==> src/rtl/cordic_vec_iter_if.sv <==
// Handshake bundle for the vectoring CORDIC engine: operand request in, polar result out.
`timescale 1ns/1ps
interface cordic_vec_iter_if #(
    parameter int IN_WIDTH      = 16,
    parameter int DATA_OP_WIDTH = 18
);
    // Both directions: a transfer happens on a rising edge where valid and ready
    // are both high; the producer holds valid and its data until that edge.
    logic                            i_valid;
    logic                            o_ready;
    logic signed [IN_WIDTH-1:0]      i_x;
    logic signed [IN_WIDTH-1:0]      i_y;
    logic                            o_valid;
    logic                            i_ready;
    logic signed [DATA_OP_WIDTH-1:0] o_mag;
    logic signed [DATA_OP_WIDTH-1:0] o_angle;

    modport slave (
        input  i_valid, i_x, i_y, i_ready,
        output o_ready, o_valid, o_mag, o_angle
    );

    modport master (
        output i_valid, i_x, i_y, i_ready,
        input  o_ready, o_valid, o_mag, o_angle
    );
endinterface

==> src/rtl/cordic_vec_iter.sv <==
// Iterative vectoring-mode CORDIC: (x, y) -> (magnitude, angle), one micro-rotation per cycle.
`timescale 1ns/1ps
module cordic_vec_iter #(
    parameter int NUM_ITER      = 12,
    parameter int IN_WIDTH      = 16,
    parameter int DATA_OP_WIDTH = 18,
    parameter int GAIN_COMP     = 1
) (
    input  logic                i_clk,
    input  logic                i_rst_n,
    cordic_vec_iter_if.slave    io_if,
    output logic [1:0]          o_dbg_state,
    output logic [3:0]          o_dbg_cnt
);
    localparam int DW = DATA_OP_WIDTH;
    localparam int PW = DW + 17;
    localparam logic signed [DW-1:0] PI_Q15    = DW'(102944);
    localparam logic signed [PW-1:0] INV_K_Q15 = PW'(19898);
    localparam logic [3:0]           LAST_ITER = 4'(NUM_ITER - 1);

    typedef enum logic [1:0] {
        S_IDLE  = 2'd0,
        S_ITER  = 2'd1,
        S_SCALE = 2'd2,
        S_DONE  = 2'd3
    } state_t;

    state_t                r_state;
    logic [3:0]            r_cnt;
    logic signed [DW-1:0]  r_x;
    logic signed [DW-1:0]  r_y;
    logic signed [DW-1:0]  r_z;
    logic                  r_zero;
    logic                  r_valid;
    logic                  r_ready;
    logic signed [DW-1:0]  r_mag;
    logic signed [DW-1:0]  r_angle;

    logic signed [DW-1:0]  w_x_ext;
    logic signed [DW-1:0]  w_y_ext;
    logic signed [DW-1:0]  w_x_sh;
    logic signed [DW-1:0]  w_y_sh;
    logic signed [DW-1:0]  w_atan;
    logic signed [PW-1:0]  w_prod;
    logic signed [DW-1:0]  w_mag;

    // round(atan(2^-i) * 2^15)
    function automatic logic signed [DW-1:0] atan_lut(input logic [3:0] idx);
        case (idx)
            4'd0:    atan_lut = DW'(25736);
            4'd1:    atan_lut = DW'(15193);
            4'd2:    atan_lut = DW'(8027);
            4'd3:    atan_lut = DW'(4075);
            4'd4:    atan_lut = DW'(2045);
            4'd5:    atan_lut = DW'(1024);
            4'd6:    atan_lut = DW'(512);
            4'd7:    atan_lut = DW'(256);
            4'd8:    atan_lut = DW'(128);
            4'd9:    atan_lut = DW'(64);
            4'd10:   atan_lut = DW'(32);
            4'd11:   atan_lut = DW'(16);
            4'd12:   atan_lut = DW'(8);
            4'd13:   atan_lut = DW'(4);
            4'd14:   atan_lut = DW'(2);
            default: atan_lut = DW'(1);
        endcase
    endfunction

    assign w_x_ext = {{(DW-IN_WIDTH){io_if.i_x[IN_WIDTH-1]}}, io_if.i_x};
    assign w_y_ext = {{(DW-IN_WIDTH){io_if.i_y[IN_WIDTH-1]}}, io_if.i_y};
    assign w_x_sh  = r_x >>> r_cnt;
    assign w_y_sh  = r_y >>> r_cnt;
    assign w_atan  = atan_lut(r_cnt);

    // x is non-negative after pre-rotation, so the truncating shift rounds toward zero.
    assign w_prod  = PW'(r_x) * INV_K_Q15;
    assign w_mag   = (GAIN_COMP != 0) ? DW'(w_prod >>> 15) : r_x;

    always_ff @(posedge i_clk or negedge i_rst_n) begin
        if (!i_rst_n) begin
            r_state <= S_IDLE;
            r_cnt   <= 4'd0;
            r_x     <= '0;
            r_y     <= '0;
            r_z     <= '0;
            r_zero  <= 1'b0;
            r_valid <= 1'b0;
            r_ready <= 1'b1;
            r_mag   <= '0;
            r_angle <= '0;
        end else begin
            case (r_state)
                S_IDLE: begin
                    if (io_if.i_valid) begin
                        // Fold the left half-plane onto the right so the iterations converge.
                        if (!w_x_ext[DW-1]) begin
                            r_x <= w_x_ext;
                            r_y <= w_y_ext;
                            r_z <= '0;
                        end else begin
                            r_x <= -w_x_ext;
                            r_y <= -w_y_ext;
                            r_z <= w_y_ext[DW-1] ? -PI_Q15 : PI_Q15;
                        end
                        r_zero  <= (io_if.i_x == '0) && (io_if.i_y == '0);
                        r_cnt   <= 4'd0;
                        r_ready <= 1'b0;
                        r_state <= S_ITER;
                    end
                end
                S_ITER: begin
                    if (!r_y[DW-1]) begin
                        r_x <= r_x + w_y_sh;
                        r_y <= r_y - w_x_sh;
                        r_z <= r_z + w_atan;
                    end else begin
                        r_x <= r_x - w_y_sh;
                        r_y <= r_y + w_x_sh;
                        r_z <= r_z - w_atan;
                    end
                    if (r_cnt == LAST_ITER) begin
                        r_state <= S_SCALE;
                    end else begin
                        r_cnt <= r_cnt + 4'd1;
                    end
                end
                S_SCALE: begin
                    r_mag   <= r_zero ? '0 : w_mag;
                    r_angle <= r_zero ? '0 : r_z;
                    r_valid <= 1'b1;
                    r_state <= S_DONE;
                end
                S_DONE: begin
                    if (io_if.i_ready) begin
                        r_valid <= 1'b0;
                        r_ready <= 1'b1;
                        r_state <= S_IDLE;
                    end
                end
                default: begin
                    r_valid <= 1'b0;
                    r_ready <= 1'b1;
                    r_state <= S_IDLE;
                end
            endcase
        end
    end

    assign io_if.o_ready   = r_ready;
    assign io_if.o_valid   = r_valid;
    assign io_if.o_mag     = r_mag;
    assign io_if.o_angle   = r_angle;
    assign o_dbg_state     = r_state;
    assign o_dbg_cnt       = r_cnt;

endmodule

==> src/flat_wrapper.sv <==
// flat-port wrapper written by rule: the top's interface ports become plain ports
module cordic_vec_iter_flat 
#(
    parameter int NUM_ITER      = 12,
    parameter int IN_WIDTH      = 16,
    parameter int DATA_OP_WIDTH = 18,
    parameter int GAIN_COMP     = 1
)
  (i_clk, i_rst_n, o_dbg_state, o_dbg_cnt, io_if_i_valid, io_if_i_x, io_if_i_y, io_if_i_ready, io_if_o_ready, io_if_o_valid, io_if_o_mag, io_if_o_angle);
  cordic_vec_iter_if #(.IN_WIDTH(IN_WIDTH), .DATA_OP_WIDTH(DATA_OP_WIDTH)) io_if_i ();
  input  logic i_clk;
  input  logic i_rst_n;
  output logic [1:0] o_dbg_state;
  output logic [3:0] o_dbg_cnt;
  input wire logic [$bits(io_if_i.i_valid)-1:0] io_if_i_valid;
  input wire logic [$bits(io_if_i.i_x)-1:0] io_if_i_x;
  input wire logic [$bits(io_if_i.i_y)-1:0] io_if_i_y;
  input wire logic [$bits(io_if_i.i_ready)-1:0] io_if_i_ready;
  output wire logic [$bits(io_if_i.o_ready)-1:0] io_if_o_ready;
  output wire logic [$bits(io_if_i.o_valid)-1:0] io_if_o_valid;
  output wire logic [$bits(io_if_i.o_mag)-1:0] io_if_o_mag;
  output wire logic [$bits(io_if_i.o_angle)-1:0] io_if_o_angle;
  assign io_if_i.i_valid = io_if_i_valid;
  assign io_if_i.i_x = io_if_i_x;
  assign io_if_i.i_y = io_if_i_y;
  assign io_if_i.i_ready = io_if_i_ready;
  assign io_if_o_ready = io_if_i.o_ready;
  assign io_if_o_valid = io_if_i.o_valid;
  assign io_if_o_mag = io_if_i.o_mag;
  assign io_if_o_angle = io_if_i.o_angle;
  cordic_vec_iter #(.NUM_ITER(NUM_ITER), .IN_WIDTH(IN_WIDTH), .DATA_OP_WIDTH(DATA_OP_WIDTH), .GAIN_COMP(GAIN_COMP)) u_core (.i_clk(i_clk), .i_rst_n(i_rst_n), .io_if(io_if_i), .o_dbg_state(o_dbg_state), .o_dbg_cnt(o_dbg_cnt));
endmodule
==> config.mk <==
export PLATFORM = sky130hd
export DESIGN_NAME = cordic_vec_iter_flat
export DESIGN_NICKNAME = d
export VERILOG_FILES = /design/src/rtl/cordic_vec_iter_if.sv /design/src/rtl/cordic_vec_iter.sv /design/src/flat_wrapper.sv
export SDC_FILE = /design/constraint.sdc
export NUM_CORES = 1
export LEC_CHECK = 0
export ABC_AREA = 0
export CORE_UTILIZATION = 59
export CTS_BUF_LIST = sky130_fd_sc_hd__clkbuf_4 sky130_fd_sc_hd__clkbuf_8 sky130_fd_sc_hd__clkbuf_16
export DETAILED_ROUTE_END_ITERATION = 16
export PLACE_DENSITY = 0.76
export SETUP_SLACK_MARGIN = 0.15
export SYNTH_ARGS = -nofsm -noshare
export SYNTH_HDL_FRONTEND = slang
export SYNTH_SLANG_ARGS = --single-unit
==> constraint.sdc <==
create_clock -name i_clk -period 8 [get_ports i_clk]
set_clock_uncertainty 0.05 [all_clocks]
set_input_delay 1.6 -clock i_clk [delete_from_list [all_inputs] [get_ports i_clk]]
set_output_delay 1.6 -clock i_clk [all_outputs]
set_load 0.005 [all_outputs]
==> results.json, run 1 <==
{
  "grt_pass1_wl_um": 63300,
  "yosysTopAreaCellShare_pct": 15.7,
  "syn_to_final_growth_pct": 8.60,
  "cts_sinks": 99,
  "synth_xor_area_share_pct": 5.63,
  "avgSynthCellArea_um2": 8.71,
  "dp_slack_ns": 1.61,
  "synthDistinctLibCells": 94,
  "slew_headroom_pct": 38.2,
  "synthTopCellsByCount": "inv_1 (302), ha_1 (180), nor2_1 (146), fa_1 (120), a21oi_1 (105)",
  "rsz0062_at_grt": "no",
  "hp-class": "flop to flop",
  "clock_path_buffers": 2,
  "viasPerCell": 6.03,
  "vias": 13100,
  "synthAdderAreaFrac_pct": 29.8,
  "num-fill-cells": 2224,
  "tightest_slew_ns": 0.923,
  "grt_pass1_vias": 12400,
  "rows": 59,
  "ys_async_sr_fraction_pct": 100,
  "cts-root-buf": "clkbuf_16",
  "critPathRequiredTime_ns": 8.22,
  "n_antenna_cell": 0,
  "fin_ws_ns": 1.56,
  "max_freq_mhz": 155,
  "coreArea_mm2": 0.0261,
  "dp_hpwl_um": 30900,
  "grt.overflow.total": 0,
  "cts_made_buffers": 9,
  "ant_nets": 0,
  "ctsResizeCount": 0,
  "yosysSeqAreaShare_pct": 15.9,
  "post_cts_buffers": 0,
  "avgRoutedWirePerCell_um": 17.9,
  "start_kind": "flop",
  "final_util_pct": 65.2,
  "outcome": "finished clean",
  "synth_top_family_by_area": "adder cells",
  "r2r_cells": 19,
  "drc_errors": 0,
  "fin_nets": 2173,
  "drive_gt1_share_pct": 6.03,
  "cts_hold_buf": 0,
  "gp_routability_congestion": 0.949,
  "final-hold-violation-count": 0,
  "synth_most_common_cell": "inv_1",
  "worstPathMaxFanout": 11,
  "synth_mux_area_share_pct": 8.09,
  "crit_type": "flop to flop",
  "antenna_found_initial": 0,
  "postSynthCellCount": 1795,
  "die_area_mm2": 0.0272,
  "final.setup.tns_ns": 0,
  "synth_compound_area_share_pct": 18.1,
  "hold_depth": 2,
  "ys.flop_type": "dfrtp_1",
  "drtPass1Iterations": 5,
  "fp.dieW_um": 165,
  "end_kind": "flop",
  "final-setup-viol-count": 0,
  "insertion_delay_ns": 0.38,
  "synth-edff-count": 0,
  "port_buffers": 79,
  "start_util_pct": 60.0,
  "fp.dieH_um": 165,
  "grt_max_degree": 74,
  "first_iter_violations": 1177,
  "cts.clk_slew.worst_paths_ns": 0.09,
  "cts_tree": "done",
  "yosys-top-cells-area": "dfrtp_1 (16%), fa_1 (15%), ha_1 (14%), inv_1 (7.3%), mux4_2 (5.2%)",
  "synth_nets": 2131,
  "maxCapViolCount": 0,
  "syn_area_mm2": 0.0156,
  "synthSimpleGateAreaFrac_pct": 13.1,
  "period_share_pct": 80.6,
  "synth-seq-cells": 99,
  "io_pins": 80,
  "yosys_warnings": 0,
  "routed_wirelength_um": 39000,
  "cts_max_level": 3,
  "yosys.area.top_type": "dfrtp_1",
  "slew_viol_final": 0,
  "critical_path_arrival_ns": 6.66,
  "grt_usage_pct": 29.7,
  "finalCriticalPeriod_ns": 6.44
}
## registers in the layout, indices dropped and copies added, names as in the netlist
register	count
u_core.io_if.o_mag	18
u_core.r_zero	1
u_core.io_if.o_valid	1
u_core.r_x	18
u_core.r_y	18
u_core.io_if.o_angle	18
u_core.o_dbg_state	2
u_core.r_z	18
u_core.o_dbg_cnt	4
u_core.io_if.o_ready	1
## logic make-up (layout without fill, tap and decap cells)
| group | Yosys count | count (layout) |
|---|---|---|
| AO/OA/AOI/OAI | 427 | 427 |
| AND/OR/NAND/NOR | 424 | 424 |
| buffers and inverters | 370 | 417 |
| adder cells (fa/ha/maj) | 300 | 300 |
| XOR/XNOR | 99 | 99 |
| flip-flops | 99 | 99 |
| multiplexers | 76 | 76 |
## cell usage in the layout, fill, tap and decap left out, types with 6 or more instances in the layout
cell type          n
inv_1            302
ha_1             179
nor2_1           146
fa_1             120
a21oi_1          105
nand2_1          102
dfrtp_1           96
o21ai_0           90
clkdlybuf4s50_1   78
xnor2_1           56
xor2_1            42
mux4_2            36
nor3_1            33
a21o_1            25
mux2i_1           24
nand3_1           22
o21a_1            21
o31ai_1           21
a31oi_1           19
a211oi_1          19
buf_4             19
nand3b_1          17
nand2b_1          16
nor2b_1           13
or3_1             12
o211ai_1          11
and3_1            10
nor3b_1            9
a22o_1             9
o22ai_1            9
or4_1              9
clkbuf_16          9
mux2_2             8
nand4_1            8
and2_1             7
o32ai_1            7
o21ai_1            6
a41oi_1            6
o31a_1             6
o41ai_1            6
## layer usage
metal / global-route usage (%) / share of wire [%] / vias to the layer above
met3: 4.70 / 6.2 / 59
met1: 42.2 / 46 / 6360
li1: - / - / 6292
met4: 8.76 / 2.2 / 0
met5: 0 / 0 / -
met2: 46.6 / 45 / 422
## per-stage QoR
step | hold WS [ns] | instances | cell area, um2
floorplan | 0.420 | 1795 | 15600
global placement | 0.413 | 2161 | 16700
detailed placement | 0.420 | 2161 | 16700
CTS | 0.446 | 2177 | 17000
global route | 0.454 | 2177 | 17000
finish | 0.446 | 2177 | 17000
## worst max-delay path: stages, from the launching register on
cell and delay (ns):
dfrtp_1 0.54, ha_1 0.38, inv_1 0.08, fa_1 0.58
fa_1 0.45, fa_1 0.49, inv_1 0.05, fa_1 0.52
inv_1 0.05, fa_1 0.52, inv_1 0.04, ha_1 0.28
o211ai_1 0.22, nor2_1 0.08, a2bb2oi_1 0.40, a31oi_1 0.24
o41ai_1 0.67, o211ai_1 0.27, xnor2_1 0.19, o31ai_1 0.22
## path summary, 6_finish.rpt
check	start	end	slack (ns)
setup / recovery	u_core.r_x[6]	u_core.io_if.o_mag[7]	1.56
hold / removal	u_core.io_if.o_angle[0]	u_core.io_if.o_angle[0]	0.45
setup reg to reg	u_core.r_x[6]	u_core.io_if.o_mag[7]	1.56
hold reg to reg	u_core.io_if.o_angle[0]	u_core.io_if.o_angle[0]	0.45
max in group asynchronous	i_rst_n	u_core.o_dbg_cnt[1]	5.47
min in group asynchronous	i_rst_n	u_core.io_if.o_mag[0]	1.18
## final cells by class
cell class	instances	area, um2	share of cell area [%]
clock buffers	9	225	1.33
clock inverters	7	88.8	0.523
inverters	304	1140	6.72
multi-input cells	1326	11700	68.9
flip-flops and latches	99	2480	14.6
well taps	335	419	2.47
repair buffers	97	923	5.44
Power of run 1 is left out: the tool's default activity adds up to more than one toggle a clock period on the data nets, which glitch-free logic cannot reach.
==> inputs of run 2 (changes only) <==
- CORE_UTILIZATION: 59 -> 57
- clock period: 8 -> 5.7 ns (I/O delays scaled with it)
==> run 2 against run 1 <==
Via count rose by 3.7%. Final cell count rose by 4.0%. Non-clock buffer count rose by 81. Utilization rose by 2.2 points. Hold slack improved by 0.0051 ns. Register-to-register slack got worse by 1.5 ns. Flip-flop and latch count did not move. Wire length rose by 9.8%.
==> results.json, run 2 (synthesis gave the netlist of run 1 again) <==
{
  "crit_start": "u_core.r_x[10]",
  "cp_slowest_cell": "fa_1",
  "fin_nets": 2254,
  "drc_errors": 0,
  "insertion_delay_ns": 0.37,
  "seqCellArea_mm2": 0.00250,
  "critPathRequiredTime_ns": 5.91,
  "final-hold-violation-count": 0,
  "slew_viol_final": 0,
  "period_share_pct": 98.6,
  "grt_usage_pct": 31.3,
  "final-setup-viol-count": 0,
  "first_iter_violations": 1125,
  "slew_headroom_pct": 40.9,
  "hp-class": "flop to flop",
  "final_cell_area_mm2": 0.0181,
  "multi_input_area_mm2": 0.0122,
  "grt_pass1_wl_um": 70000,
  "timing.rr.start": "u_core.r_x[10]",
  "finalCriticalPeriod_ns": 5.62,
  "cts_made_buffers": 9,
  "fp.dieH_um": 168,
  "critPathMaxStageDelay_ns": 0.54,
  "fp.dieW_um": 168,
  "start_util_pct": 58.0,
  "end_kind": "flop",
  "cts.clk_slew.worst_paths_ns": 0.09,
  "outcome": "finished clean",
  "viasPerCell": 6.02,
  "n_antenna_cell": 0,
  "final_util_pct": 67.3,
  "antenna_found_initial": 0,
  "io_pins": 80,
  "syn_to_final_growth_pct": 16.0,
  "final_common_cell": "inv_1",
  "mostFrequentLayoutCells": "inv_1 (288), ha_1 (156), nor2_1 (145), fa_1 (112), a21oi_1 (104)",
  "cts_max_level": 3,
  "dpl_cell_area_mm2": 0.0171,
  "worst-path-buf-inv": 4,
  "grt.overflow.total": 0,
  "grt_pass1_vias": 13600,
  "drtPass1Iterations": 5,
  "maxCapViolCount": 0,
  "cts-root-buf": "clkbuf_16",
  "die_area_mm2": 0.0281,
  "vias": 13600,
  "min-delay-start": "u_core.io_if.o_mag[15]",
  "routed_wirelength_um": 42800,
  "rows": 60,
  "port_buffers": 79,
  "cts_tree": "done",
  "cp_common_cell": "fa_1",
  "crit_type": "flop to flop",
  "avgRoutedWirePerCell_um": 18.9,
  "grt_max_degree": 74,
  "ant_nets": 0,
  "cts_sinks": 99,
  "rsz0062_at_grt": "yes",
  "num-fill-cells": 2156,
  "drive_gt1_share_pct": 14.2,
  "cts_hold_buf": 0,
  "crit_family": "adder cells",
  "gp_routability_congestion": 0.952,
  "tightest_slew_ns": 0.887,
  "path_cells": "ha_4, inv_1, fa_1, inv_1, fa_1, fa_1, fa_1, inv_1, fa_1, inv_1, ha_4, nand2_1, nand2_1, nor3b_2, a211o_4, a211oi_4, o31ai_2, a21o_1, a32o_1",
  "coreArea_mm2": 0.0270,
  "max_freq_mhz": 178,
  "clock_path_buffers": 2,
  "dp_hpwl_um": 33300,
  "worstPathMaxFanout": 5,
  "start_kind": "flop",
  "critical_path_arrival_ns": 5.84
}
-- run 2: timing repair --
item                                    in CTS  in global routing
gates resized for setup                     56                 48
pin swaps                                   52                 56
setup buffers                               20                 11
hold endpoints to repair                     0                  0
gates cloned                                 0                  0
endpoints found under the setup margin      13                 18
-- run 2: final timing paths --
kind                                     endpoint  slack [ns]  depth (start not counted)
hold / removal             u_core.io_if.o_mag[15]        0.45                          2
hold reg to reg            u_core.io_if.o_mag[15]        0.45                          2
setup reg to reg           u_core.io_if.o_mag[16]        0.08                         19
max in group asynchronous     u_core.o_dbg_cnt[1]        3.65                          2
setup / recovery           u_core.io_if.o_mag[16]        0.08                         19
min in group asynchronous   u_core.io_if.o_mag[0]        0.84                          1
-- run 2: per-layer routing --
layer  GRT usage, %  vias up  part of all wire [%]
li1               -     6443                     -
met4           10.3        0                   2.7
met5              0        -                     0
met2           53.0      448                    48
met1           41.8     6659                    44
met3           3.62       72                   5.7
-- run 2: worst reg2reg max path: stages (launching register included) --
cell      delay (ns)
dfrtp_2         0.47
ha_4            0.28
inv_1           0.07
fa_1            0.54
inv_1           0.07
fa_1            0.54
fa_1            0.53
fa_1            0.54
inv_1           0.05
fa_1            0.52
inv_1           0.06
ha_4            0.28
nand2_1         0.05
nand2_1         0.12
nor3b_2         0.07
a211o_4         0.39
a211oi_4        0.33
o31ai_2         0.12
a21o_1          0.17
a32o_1          0.26
-- run 2: layout make-up --
type | instances | share of cell area [%]
multi-input combinational | 1326 | 67.1
sequential | 99 | 13.8
timing repair buffer | 178 | 8.69
inverter | 304 | 6.30
tap | 341 | 2.35
clock buffer | 9 | 1.24
clock inverter | 7 | 0.490
-- run 2: stage by stage --
stage	cells	hold WS, ns	setup WS, ns	setup TNS [ns]
4_1_cts	2253	0.454	0.0812	0
2_1_floorplan	1795	0.420	0.152	0
3_5_place_dp	2217	0.432	-0.132	-0.768
5_1_grt	2264	0.468	-0.0951	-0.426
6_report	2264	0.451	0.0781	0
3_3_place_gp	2217	0.416	-0.00610	-0.00610
Power of run 2 is left out for the same reason.
